<file path="config.mk">
export PLATFORM = sky130hd
export DESIGN_NAME = irq_request_collector
export DESIGN_NICKNAME = d
export VERILOG_FILES = /design/src/rtl/irq_request_collector.sv
export SDC_FILE = /design/constraint.sdc
export NUM_CORES = 1
export LEC_CHECK = 0
export CAP_MARGIN = 20
export CORE_MARGIN = 2
export CORE_UTILIZATION = 49
export DETAILED_ROUTE_END_ITERATION = 12
export GPL_TIMING_DRIVEN = 0
export PLACE_DENSITY = 0.79
export SETUP_SLACK_MARGIN = 0.5
export SLEW_MARGIN = 15
export SYNTH_ARGS = -nofsm -noshare
export SYNTH_HDL_FRONTEND = slang
export SYNTH_SLANG_ARGS = --single-unit
</file>
<file path="constraint.sdc">
create_clock -name clk -period 2.25 [get_ports clk]
set_input_delay 0.45 -clock clk [delete_from_list [all_inputs] [get_ports clk]]
set_output_delay 0.45 -clock clk [all_outputs]
set_load 0.02 [all_outputs]
</file>
<file path="src/rtl/irq_request_collector.sv">
// irq_request_collector
//   Front end for an N-input priority encoder. It synchronises the raw request
//   lines and holds edge or level requests in a pending register. It shows the
//   masked pending vector to the encoder and runs a claim/complete handshake
//   using the encoder's n+1 index code (0 = none, k = line k-1).
//   Optional feature macro: IRQ_OVERRUN_EN adds the sticky overrun_o vector.
module irq_request_collector #(
  parameter int N           = 8,
  parameter int SYNC_STAGES = 2,
  parameter int IDW         = $clog2(N + 1)
) (
  input  logic           clk,
  input  logic           rst_n,
  input  logic [N-1:0]   irq_i,
  input  logic [N-1:0]   edge_sel_i,
  input  logic [N-1:0]   mask_i,
  output logic [N-1:0]   pend_o,
  output logic           req_valid_o,
  input  logic           claim_i,
  input  logic [IDW-1:0] claim_id_i,
  output logic           active_o,
  output logic [IDW-1:0] active_id_o,
  input  logic           complete_i,
  output logic           claim_err_o
`ifdef IRQ_OVERRUN_EN
  ,
  output logic [N-1:0]   overrun_o
`endif
);

  typedef enum logic {
    IDLE    = 1'b0,
    SERVICE = 1'b1
  } state_t;

  state_t         state_q;
  logic [N-1:0]   sync_q [SYNC_STAGES];
  logic [N-1:0]   sync_bits;
  logic [N-1:0]   prev_q;
  logic [N-1:0]   rise;
  logic [N-1:0]   esel_q;
  logic [N-1:0]   esel_chg;
  logic [N-1:0]   pend_q;
  logic [N-1:0]   claim_hit;
  logic [N-1:0]   svc_hit;
  logic [N-1:0]   pend_clr;
  logic           accept;

  // Multi-stage synchroniser per request line
  always_ff @(posedge clk or negedge rst_n) begin
    if (!rst_n) begin
      for (int s = 0; s < SYNC_STAGES; s++) sync_q[s] <= '0;
    end else begin
      sync_q[0] <= irq_i;
      for (int s = 1; s < SYNC_STAGES; s++) sync_q[s] <= sync_q[s-1];
    end
  end

  assign sync_bits = sync_q[SYNC_STAGES-1];
  assign rise      = sync_bits & ~prev_q;
  assign esel_chg  = edge_sel_i ^ esel_q;

  // One-hot decode of the claim code and of the in-service code; code 0 and
  // codes above N decode to no line at all.
  generate
    for (genvar gi = 0; gi < N; gi++) begin : g_dec
      assign claim_hit[gi] = (claim_id_i  == IDW'(gi + 1));
      assign svc_hit[gi]   = (active_id_o == IDW'(gi + 1));
    end
  endgenerate

  // active_id_o is 0 when idle, so svc_hit only hides a line during SERVICE
  assign pend_o      = pend_q & ~mask_i & ~svc_hit;
  assign req_valid_o = (state_q == IDLE) && (|pend_o);
  assign accept      = (state_q == IDLE) && claim_i && (|(claim_hit & pend_o));
  assign pend_clr    = accept ? claim_hit : '0;

  // Pending register: mode change clears, level follows sync, edge sets over claim-clear
  always_ff @(posedge clk or negedge rst_n) begin
    if (!rst_n) begin
      pend_q <= '0;
      prev_q <= '0;
      esel_q <= '0;
    end else begin
      prev_q <= sync_bits;
      esel_q <= edge_sel_i;
      for (int i = 0; i < N; i++) begin
        if (esel_chg[i])         pend_q[i] <= 1'b0;
        else if (!edge_sel_i[i]) pend_q[i] <= sync_bits[i];
        else if (rise[i])        pend_q[i] <= 1'b1;
        else if (pend_clr[i])    pend_q[i] <= 1'b0;
      end
    end
  end

  // Claim/complete handshake with registered status outputs
  always_ff @(posedge clk or negedge rst_n) begin
    if (!rst_n) begin
      state_q     <= IDLE;
      active_o    <= 1'b0;
      active_id_o <= '0;
      claim_err_o <= 1'b0;
    end else begin
      case (state_q)
        IDLE: begin
          if (accept) begin
            state_q     <= SERVICE;
            active_o    <= 1'b1;
            active_id_o <= claim_id_i;
          end else if (claim_i) begin
            claim_err_o <= 1'b1;
          end
        end
        SERVICE: begin
          if (complete_i) begin
            state_q     <= IDLE;
            active_o    <= 1'b0;
            active_id_o <= '0;
          end else if (claim_i) begin
            claim_err_o <= 1'b1;
          end
        end
        default: state_q <= IDLE;
      endcase
    end
  end

`ifdef IRQ_OVERRUN_EN
  logic [N-1:0] ovr_set;
  assign ovr_set = edge_sel_i & ~esel_chg & rise & pend_q & ~pend_clr;

  // Sticky overrun flag per edge line, cleared by an accepted claim of that line
  always_ff @(posedge clk or negedge rst_n) begin
    if (!rst_n) overrun_o <= '0;
    else        overrun_o <= (overrun_o & ~pend_clr) | ovr_set;
  end
`endif

endmodule

</file>
### Word-level counts from Yosys, hierarchy flattened

Index checks and enable logic that the tools add are counted.

* bits in registers: 47
* input bits: 32
* logic and storage cells: 106

* bitwise operators: 9
* equality and inequality tests: 28
* reduce and logical (&&, ||, !) cells: 7
* mux-type cells: 46

Operators with widths (number)
* 2-to-1 mux 1 bit: 39
* bitwise AND 8 bit: 4
* == test 4 x 3 -> 1 bit (second input constant): 8
* inequality test 4 x 1 -> 1 bit (second input constant): 8
* inverter 8 bit: 3
* == test 4 x 2 -> 1 bit (second input constant): 4
* OR reduction 8 bit: 2
* == test 4 x 1 -> 1 bit (second input constant): 2
* == test 4 bit (second input constant): 2
* 2-to-1 mux 4 bit: 2
* 2-to-1 mux 8 bit: 1
* inequality test 2 bit (second input constant): 4
* case mux 4 bit (2 select lines): 1
* XOR 8 bit: 1
* case mux 1 bit (2 select lines): 3
* AND reduction 2 bit: 2
* logical AND 1 bit: 3
* inverter 1 bit: 1

### Logic depth before layout (Yosys ltp)

Gate-level depths: netlist of the first run.

* depth after elaboration: 11
* depth in mapped cells: 7
* depth with buffers taken out: 5

### Worst setup path before layout of the first run

OpenSTA, ideal clock, no wires.

* path kind: register -> output
* start: register active_id_o[1]
* end: output req_valid_o
* data arrival time: 1984 ps
* data required time: 1800 ps
* cell stages (with the launch flop): 6
* path slack: -184 ps
* buffers on the path: 1
* path through: dfrtp_1 buf_2 and4bb_1 nor3b_1 nor4_1 a21oi_1

* cells in the longest elaborated chain, start to end: 5
* elaborated cells between the ends (all ways): 12
* those cells by class: eq/ne: 8; bitwise: 2; reduce/logical: 2

Ends and longest elaborated chain
* start: declaration: RTL line 22 `output logic [IDW-1:0] active_id_o,`
* start signal: assignment: RTL line 109 `active_id_o <= claim_id_i;`
* == test 4 x 3 -> 1 bit: RTL line 68 `assign svc_hit[gi] = (active_id_o == IDW'(gi + 1));`
* inverter 8 bit: RTL line 73 `assign pend_o = pend_q & ~mask_i & ~svc_hit;`
* bitwise AND 8 bit: RTL line 73
* named net pend_o[5]: RTL line 17 `output logic [N-1:0] pend_o,`
* OR reduction 8 bit: RTL line 74 `assign req_valid_o = (state_q == IDLE) && (|pend_o);`
* logical AND 1 bit: RTL line 74
* end: declaration: RTL line 18 `output logic req_valid_o,`

The timed path passes the listed nets, and every way through them passes these cells.

### Worst setup path in the final report of the first run

* start: register active_id_o[3]
* end: output req_valid_o

* cells in the longest elaborated chain, start to end: 5
* elaborated cells between the ends (all ways): 12
* those cells by class: eq/ne: 8; bitwise: 2; reduce/logical: 2

Ends and longest elaborated chain (RTL line)
* == test 4 x 1 -> 1 bit, or another cell as far along: 68
* inverter 8 bit *: 73
* bitwise AND 8 bit *: 73
* OR reduction 8 bit *: 74
* logical AND 1 bit *: 74

Every way passes the cells marked *; elsewhere a longest branch is shown, timed or not.

==> results of run 1 <==
==> cell type report <==
cell class / instances / area (sq um) / share of cell area [%]
flip-flops and latches: 47 / 1181 / 40.32
multi-input cells: 107 / 888.4 / 30.33
repair buffers: 64 / 609.3 / 20.80
clock buffers: 6 / 82.58 / 2.819
well taps: 48 / 60.06 / 2.050
plain buffers: 4 / 42.54 / 1.452
clock inverters: 2 / 35.03 / 1.196
inverters: 8 / 30.03 / 1.025
==> power groups by stage <==
stage	Clock, uW	Combinational (uW)	Sequential (uW)
2_1_floorplan	0	268	1040
3_3_place_gp	0	513	1010
3_5_place_dp	0	533	1020
4_1_cts	643	647	1000
5_1_grt	677	741	1010
6_report	635	704	1000
==> worst paths after layout <==
check,to,start
worst max-delay path,req_valid_o,active_id_o[3]
worst min-delay path,sync_bits[6],rst_n
worst max register to register,state_q,active_id_o[2]
worst min register to register,sync_bits[4],sync_q[12]
max in group asynchronous,active_id_o[2],rst_n
min in group clk,sync_bits[4],sync_q[12]
==> metal layers <==
metal  GRT usage, %  routed length (um)  vias up
li1               -                   -      746
met1          29.50                1942      807
met2          40.97                2565       74
met3          5.667                 326       26
met4          11.22                 221        0
met5              0                   0        -
==> state kept, by name, indices dropped and copies added, names as in the netlist <==
name and count:
esel_q 8, pend_q 8, prev_q 8, sync_bits 8
sync_q 8, active_id_o 4, active_o 1, claim_err_o 1
state_q 1
==> critical path, cell delays in order, from the launching register on <==
cell and delay [ns]:
dfrtp_2 0.49, buf_6 0.15, nor4b_4 0.30, nor3b_2 0.10
nor4_2 0.29, a21oi_2 0.10, buf_4 0.17
==> synth_stat cells, types with 4 or more instances <==
master / count / area (sq um)
nor4b_1: 5 / 43.79
nand2_1: 13 / 48.80
mux2i_1: 4 / 40.04
o21ai_0: 5 / 25.02
nand2b_1: 4 / 25.02
nor4_1: 4 / 25.02
nor3b_1: 9 / 67.56
inv_1: 8 / 30.03
nor2_1: 15 / 56.30
a21oi_1: 8 / 40.04
dfrtp_1: 47 / 1176
nand3_1: 4 / 20.02
==> through the flow <==
| stage | cells | utilization, % | total power, uW | hold WS, ns | setup TNS, ns |
|---|---|---|---|---|---|
| finish | 286 | 78.24 | 2343 | 0.1031 | -0.09170 |
| floorplan | 166 | - | 1309 | 0.1544 | 0 |
| CTS | 282 | 77.01 | 2295 | 0.1188 | -0.05661 |
| global route | 286 | 78.24 | 2430 | 0.1328 | -0.1073 |
| detailed placement | 260 | 69.32 | 1552 | 0.3347 | -4.678 |
| global placement | 259 | 68.92 | 1524 | 0.3318 | -24.29 |
==> cells in the final DEF, fill, tap and decap left out, types with 5 or more instances in the layout <==
cell type,n
nor2_1,14
nand2_1,13
buf_4,16
clkbuf_8,6
a21oi_1,7
o21ai_0,5
buf_6,12
clkdlybuf4s50_1,29
dfrtp_1,43
inv_1,8
==> timing repair <==
action,4_1_cts,5_1_grt
gates resized for setup,68,9
setup endpoints to repair,26,26
pin swaps,11,7
gates cloned,1,0
buffers inserted,13,4
==> cells by family (layout without fill, tap and decap cells) <==
kind of cell	after synthesis	in the layout	synth area share, %
AO/OA/AOI/OAI	36	36	14.08
buffers and inverters	12	84	2.879
flip-flops	47	47	60.14
multiplexers	4	4	2.047
AND/OR/NAND/NOR	67	67	20.86
==> results.md, run 1 <==
* Worst setup path category: register to primary output
* Final min period at about 2.3 ns
* RSZ-0062 raised after global routing: true
* Num ports at 47
* #FFs+latches synth at 47
* Layout Skew at 0.002217 ns
* Final Cycle Share at 104.1%
* Final hold vios at 0
* Clock Power Share at 27.1%
* Reg-to-reg slack, setup at 0.09 ns
* Sw power at 695.6 uW
* Post-route ant nets at 0
* Std cell rows at 22
* Die area at 4512 sq um
* Crit path DAT at 1.89 ns
* Net Sw Frac at 29.69%
* Post-route setup slack at -0.09170 ns
* Largest net degree at the start of global routing at 28
* Number of enable flip-flop cells after synthesis at 0
* Crit start category: register
* Gpl congestion at around 0.86
* DR iter-0 viols at 106
* Htree depth at 2
* Global-route wire length before repair at approximately 8000 um
* Root buf cell: clkbuf_8
* FMAX at 427.0 MHz
* Nets at between 200 and 300
* Data required time at the worst endpoint at 1.80 ns
* Sequential area share after synthesis at 60.14%
* GRT Resource Usage Total at between 20% and 30%
* CTS Buffer Depth at 2
* Die width at 67.18 um
* Syn Inst Count at 166
* Residual DRC at 0
* DR pass1 iterations at 4
* Routed len/inst at 17.68 um
* Clock transition at the registers of the reported paths at around 0.080 ns
* Post-Place Setup Slack at -0.3611 ns
* Critical Path Sink Type: primary output
* Comb power frac at between 30% and 40%
* Cell area power density at 799.8 nW/um^2
* Post-Syn Area at around 2000 sq um
* Post-synth top flop: dfrtp_1
* Initial core utilization at 52.24%
* ANT cells at 0
* Synth Area per Inst at ~12 sq um
* Worst slew pin tran at 0.5064 ns
* Synthesized Nets at 198
* Maximum vdd ir drop at about 560 uV
* Tightest Hold Check Type: primary input to async pin
* Status: complete, but fails checks
* Via count at 1653
* Clk_lat worst skew at 0.30 ns
* CTS buffer count at 5
* Reg2Reg Depth at 9
* Pleak at 0.001282 uW
* Initial antenna violation count at 0
* Relative slew slack at 65.76%
* Routed Wire Length at 5056 um
* Synth warn at 0
* CP max FO at 6
* Clk sinks at between 40 and 50
* Layout area overhead at 49.78%
* Core area at between 3000 and 4000 sq um
* Fill cells at 221
* Failing checks: negative setup slack
* Internal power at 1647 uW
* Final setup fails at 1
* Die Span Y at 67.18 um
* Design area at just under 3000 sq um
* Vias in the first global route at around 1700
* Slew Viols, Final at 0
* Netlist cell types at 35
* Cts hold-fix bufs at 0
* Area post-placement at approximately 2600 sq um
* Max Cap Violations at 0
* Post-DP HPWL at 3282 um
* Sequential share of power at a little over two fifths
* Layout cells sized above 1 at between 30% and 40%
* Drt via density at 5.780
* I/O Buffers at 45
* Remaining Overflow, GRT at 0
* CTS tree: built
* Post-synthesis async set-or-reset flop share at 100.0%
(Power assumes the default switching activity.)
==> run 2: changes to the inputs <==
--- a/config.mk
+++ b/config.mk
@@ -7,10 +7,11 @@
 export LEC_CHECK = 0
 export CAP_MARGIN = 20
 export CORE_MARGIN = 2
-export CORE_UTILIZATION = 49
+export CORE_UTILIZATION = 60
 export DETAILED_ROUTE_END_ITERATION = 12
+export DONT_BUFFER_PORTS = 1
 export GPL_TIMING_DRIVEN = 0
-export PLACE_DENSITY = 0.79
+export PLACE_DENSITY = 0.76
 export SETUP_SLACK_MARGIN = 0.5
 export SLEW_MARGIN = 15
 export SYNTH_ARGS = -nofsm -noshare
==> run 2 against run 1 <==
The run still ends with negative setup slack left. Power down 14%. Clock skew up 0.0057 ns. Die area down 17%. Utilization up 3.7 points. Sequential power up 8%. Via count down 14%. Routed wire length down 9.6%. Worst hold slack better by 0.0088 ns. Setup slack worse by 0.12 ns. Non-clock buffer count down 47. Critical path depth down 1. Flip-flop and latch count unchanged. Critical path type unchanged. Critical endpoint unchanged. Largest cell class unchanged. Largest power group unchanged. Highest routed layer unchanged.
==> results.md, run 2 (synthesis results as in run 1) <==
* Status: complete, but fails checks (unchanged)
* Failing checks: negative setup slack (unchanged)
* Final min period at 2.464 ns (was 2.342 ns)
* Via count at 1420 (was 1653)
* DP Cell Count at 210 (was 260)
* Layout cells sized above 1 at 30.89% (was 31.51%)
* Final setup fails at 1 (unchanged)
* Root buf cell: clkbuf_4 (was clkbuf_8)
* Register area at 1184 sq um (was 1181 sq um)
* FMAX at 405.8 MHz (was 427.0 MHz)
* Nets at 222 (was 269)
* Worst Hold Depth at 0
* Initial core utilization at 63.54% (was 52.24%)
* GRT Resource Usage Total at 25.68% (was 24.27%)
* Global-route wire length before repair at 6803 um (was 7976 um)
* Worst-path cell chain: buf_12 -> and4bb_2 -> nor3b_4 -> nor4_4 -> a21oi_4 (was buf_6 -> nor4b_4 -> nor3b_2 -> nor4_2 -> a21oi_2 -> buf_4)
* Clk sinks at 47 (unchanged)
* Crit start category: register (unchanged)
* Clk_lat worst skew at 0.35 ns (was 0.30 ns)
* Post-DP HPWL at 2848 um (was 3282 um)
* Pleak at 0.001040 uW (was 0.001282 uW)
* CTS Buffer Depth at 2 (unchanged)
* Tightest Hold Check Type: primary input to register (was primary input to async pin)
* WHS at 0.1119 ns (was 0.1031 ns)
* Maximum vdd ir drop at 572.0 uV (was 558.4 uV)
* Finished Core Util at 81.95% (was 78.24%)
* Post-route setup slack at -0.2143 ns (was -0.09170 ns)
* Std cell rows at 20 (was 22)
* Num ports at 47 (unchanged)
* Slew Viols, Final at 0 (unchanged)
* Worst slew pin tran at 0.5153 ns (was 0.5064 ns)
* Fill cells at 168 (was 221)
* Routed Wire Length at 4570 um (was 5056 um)
* RSZ-0062 raised after global routing: true (unchanged)
* Crit path DAT at 2.01 ns (was 1.89 ns)
* Worst setup path category: register to primary output (unchanged)
* Most common cell after layout, fill and taps aside: dfrtp_1 (unchanged)
* Non-Filler Instances at 235 (was 286)
* Clock transition at the registers of the reported paths at 0.13 ns (was 0.08 ns)
* Routed len/inst at 19.45 um (was 17.68 um)
* Initial antenna violation count at 0 (unchanged)
* Critical-path top delay cell: dfrtp_2 (unchanged)
* Drt via density at 6.043 (was 5.780)
* CP max FO at 5 (was 6)
* CTS buffer count at 5 (unchanged)
* Final hold vios at 0 (unchanged)
* Post-Place Setup Slack at -0.01246 ns (was -0.3611 ns)
* Area post-placement at 2125 sq um (was 2595 sq um)
* Post-route ant nets at 0 (unchanged)
* Die Span Y at 61.09 um (was 67.18 um)
* Reg2Reg Depth at 9 (unchanged)
* DR pass1 iterations at 6 (was 4)
* I/O Buffers at 0 (was 45)
* Cell area power density at 802.5 nW/um^2 (was 799.8 nW/um^2)
* ANT cells at 0 (unchanged)
* Die width at 61.09 um (was 67.18 um)
* DR iter-0 viols at 54 (was 106)
* Gpl congestion at 0.9056 (was 0.8619)
* Htree depth at 2 (unchanged)
* Layout area overhead at 28.98% (was 49.78%)
* Commonest cells after routing, fill and taps aside: dfrtp_1 (43), nor2_1 (14), nand2_1 (13), buf_6 (8), inv_1 (8) (was dfrtp_1 (43), clkdlybuf4s50_1 (29), buf_4 (16), nor2_1 (14), nand2_1 (13))
* Multi-input gate area at 934.6 sq um (was 888.4 sq um)
* Vias in the first global route at 1446 (was 1686)
* CTS tree: built (unchanged)
* Remaining Overflow, GRT at 0 (unchanged)
* Final Cycle Share at 109.5% (was 104.1%)
* Residual DRC at 0 (unchanged)
* Max Cap Violations at 0 (unchanged)
* Data required time at the worst endpoint at 1.80 ns (about the same)
* Design area at 2522 sq um (was 2929 sq um)
* Largest net degree at the start of global routing at 48 (was 28)
* Critical Path Sink Type: primary output (unchanged)
* Layout Skew at 0.007883 ns (was 0.002217 ns)
* Core area at 3078 sq um (was 3744 sq um)
* Die area at 3732 sq um (was 4512 sq um)
* Relative slew slack at 65.64% (was 65.76%)
* Slowest Stage Delay on Critical Path at 0.51 ns (was 0.49 ns)
-- run 2: where the power goes --
| part | switching [uW] | total, uW | internal, uW |
|---|---|---|---|
| Combinational | 267 | 569 | 302 |
| Sequential | 157 | 1080 | 928 |
| Clock | 250 | 371 | 121 |
-- run 2: worst paths after layout --
path	start	endpoint	slack (ns)
max in group asynchronous	rst_n	active_id_o[1]	1.43
min in group asynchronous	rst_n	prev_q[3]	0.60
min	edge_sel_i[6]	esel_q[6]	0.11
max reg2reg	active_id_o[1]	active_id_o[0]	0.03
min reg2reg	sync_q[15]	sync_bits[7]	0.36
max	active_id_o[1]	req_valid_o	-0.21
-- run 2: cell type report --
class                   instances  share of cell area (%)
well taps                      44                   2.183
flip-flops and latches         47                   46.92
multi-input cells             107                   37.05
repair buffers                 17                   8.482
clock inverters                 2                  0.4960
clock buffers                   6                   1.637
plain buffers                   4                   2.034
inverters                       8                   1.190
-- run 2: per-layer routing --
metal  wire length [um]  global-route usage (%)  up-vias
li1                   -                       -      650
met1               1787                   30.93      708
met2               2436                   43.31       53
met3                285                   8.193        9
met4                 61                   9.317        0
met5                  0                       0        -
-- run 2: stage by stage --
| step | setup TNS [ns] | total power, uW |
|---|---|---|
| after floorplan | 0 | 1309 |
| final | -0.2143 | 2024 |
| after global placement | 0 | 1363 |
| after detailed placement | -0.02692 | 1384 |
| after global routing | -0.6250 | 2124 |
| after CTS | -0.2347 | 1847 |
-- run 2: worst max-delay path: cells and delay by family (launching register included) --
kind / cells / cell delay (ns)
flip-flops: 1 / 0.51
AO/OA/AOI/OAI: 1 / 0.24
AND/OR/NAND/NOR: 3 / 0.75
buffers and inverters: 1 / 0.17
-- run 2: repair_timing --
action	in CTS	in global routing
pin swaps	5	17
endpoints found under the setup margin	24	24
endpoints found under the hold margin	47	0
hold buffers	2	0
gates cloned	2	1
gates resized for setup	13	21
buffers inserted	6	6
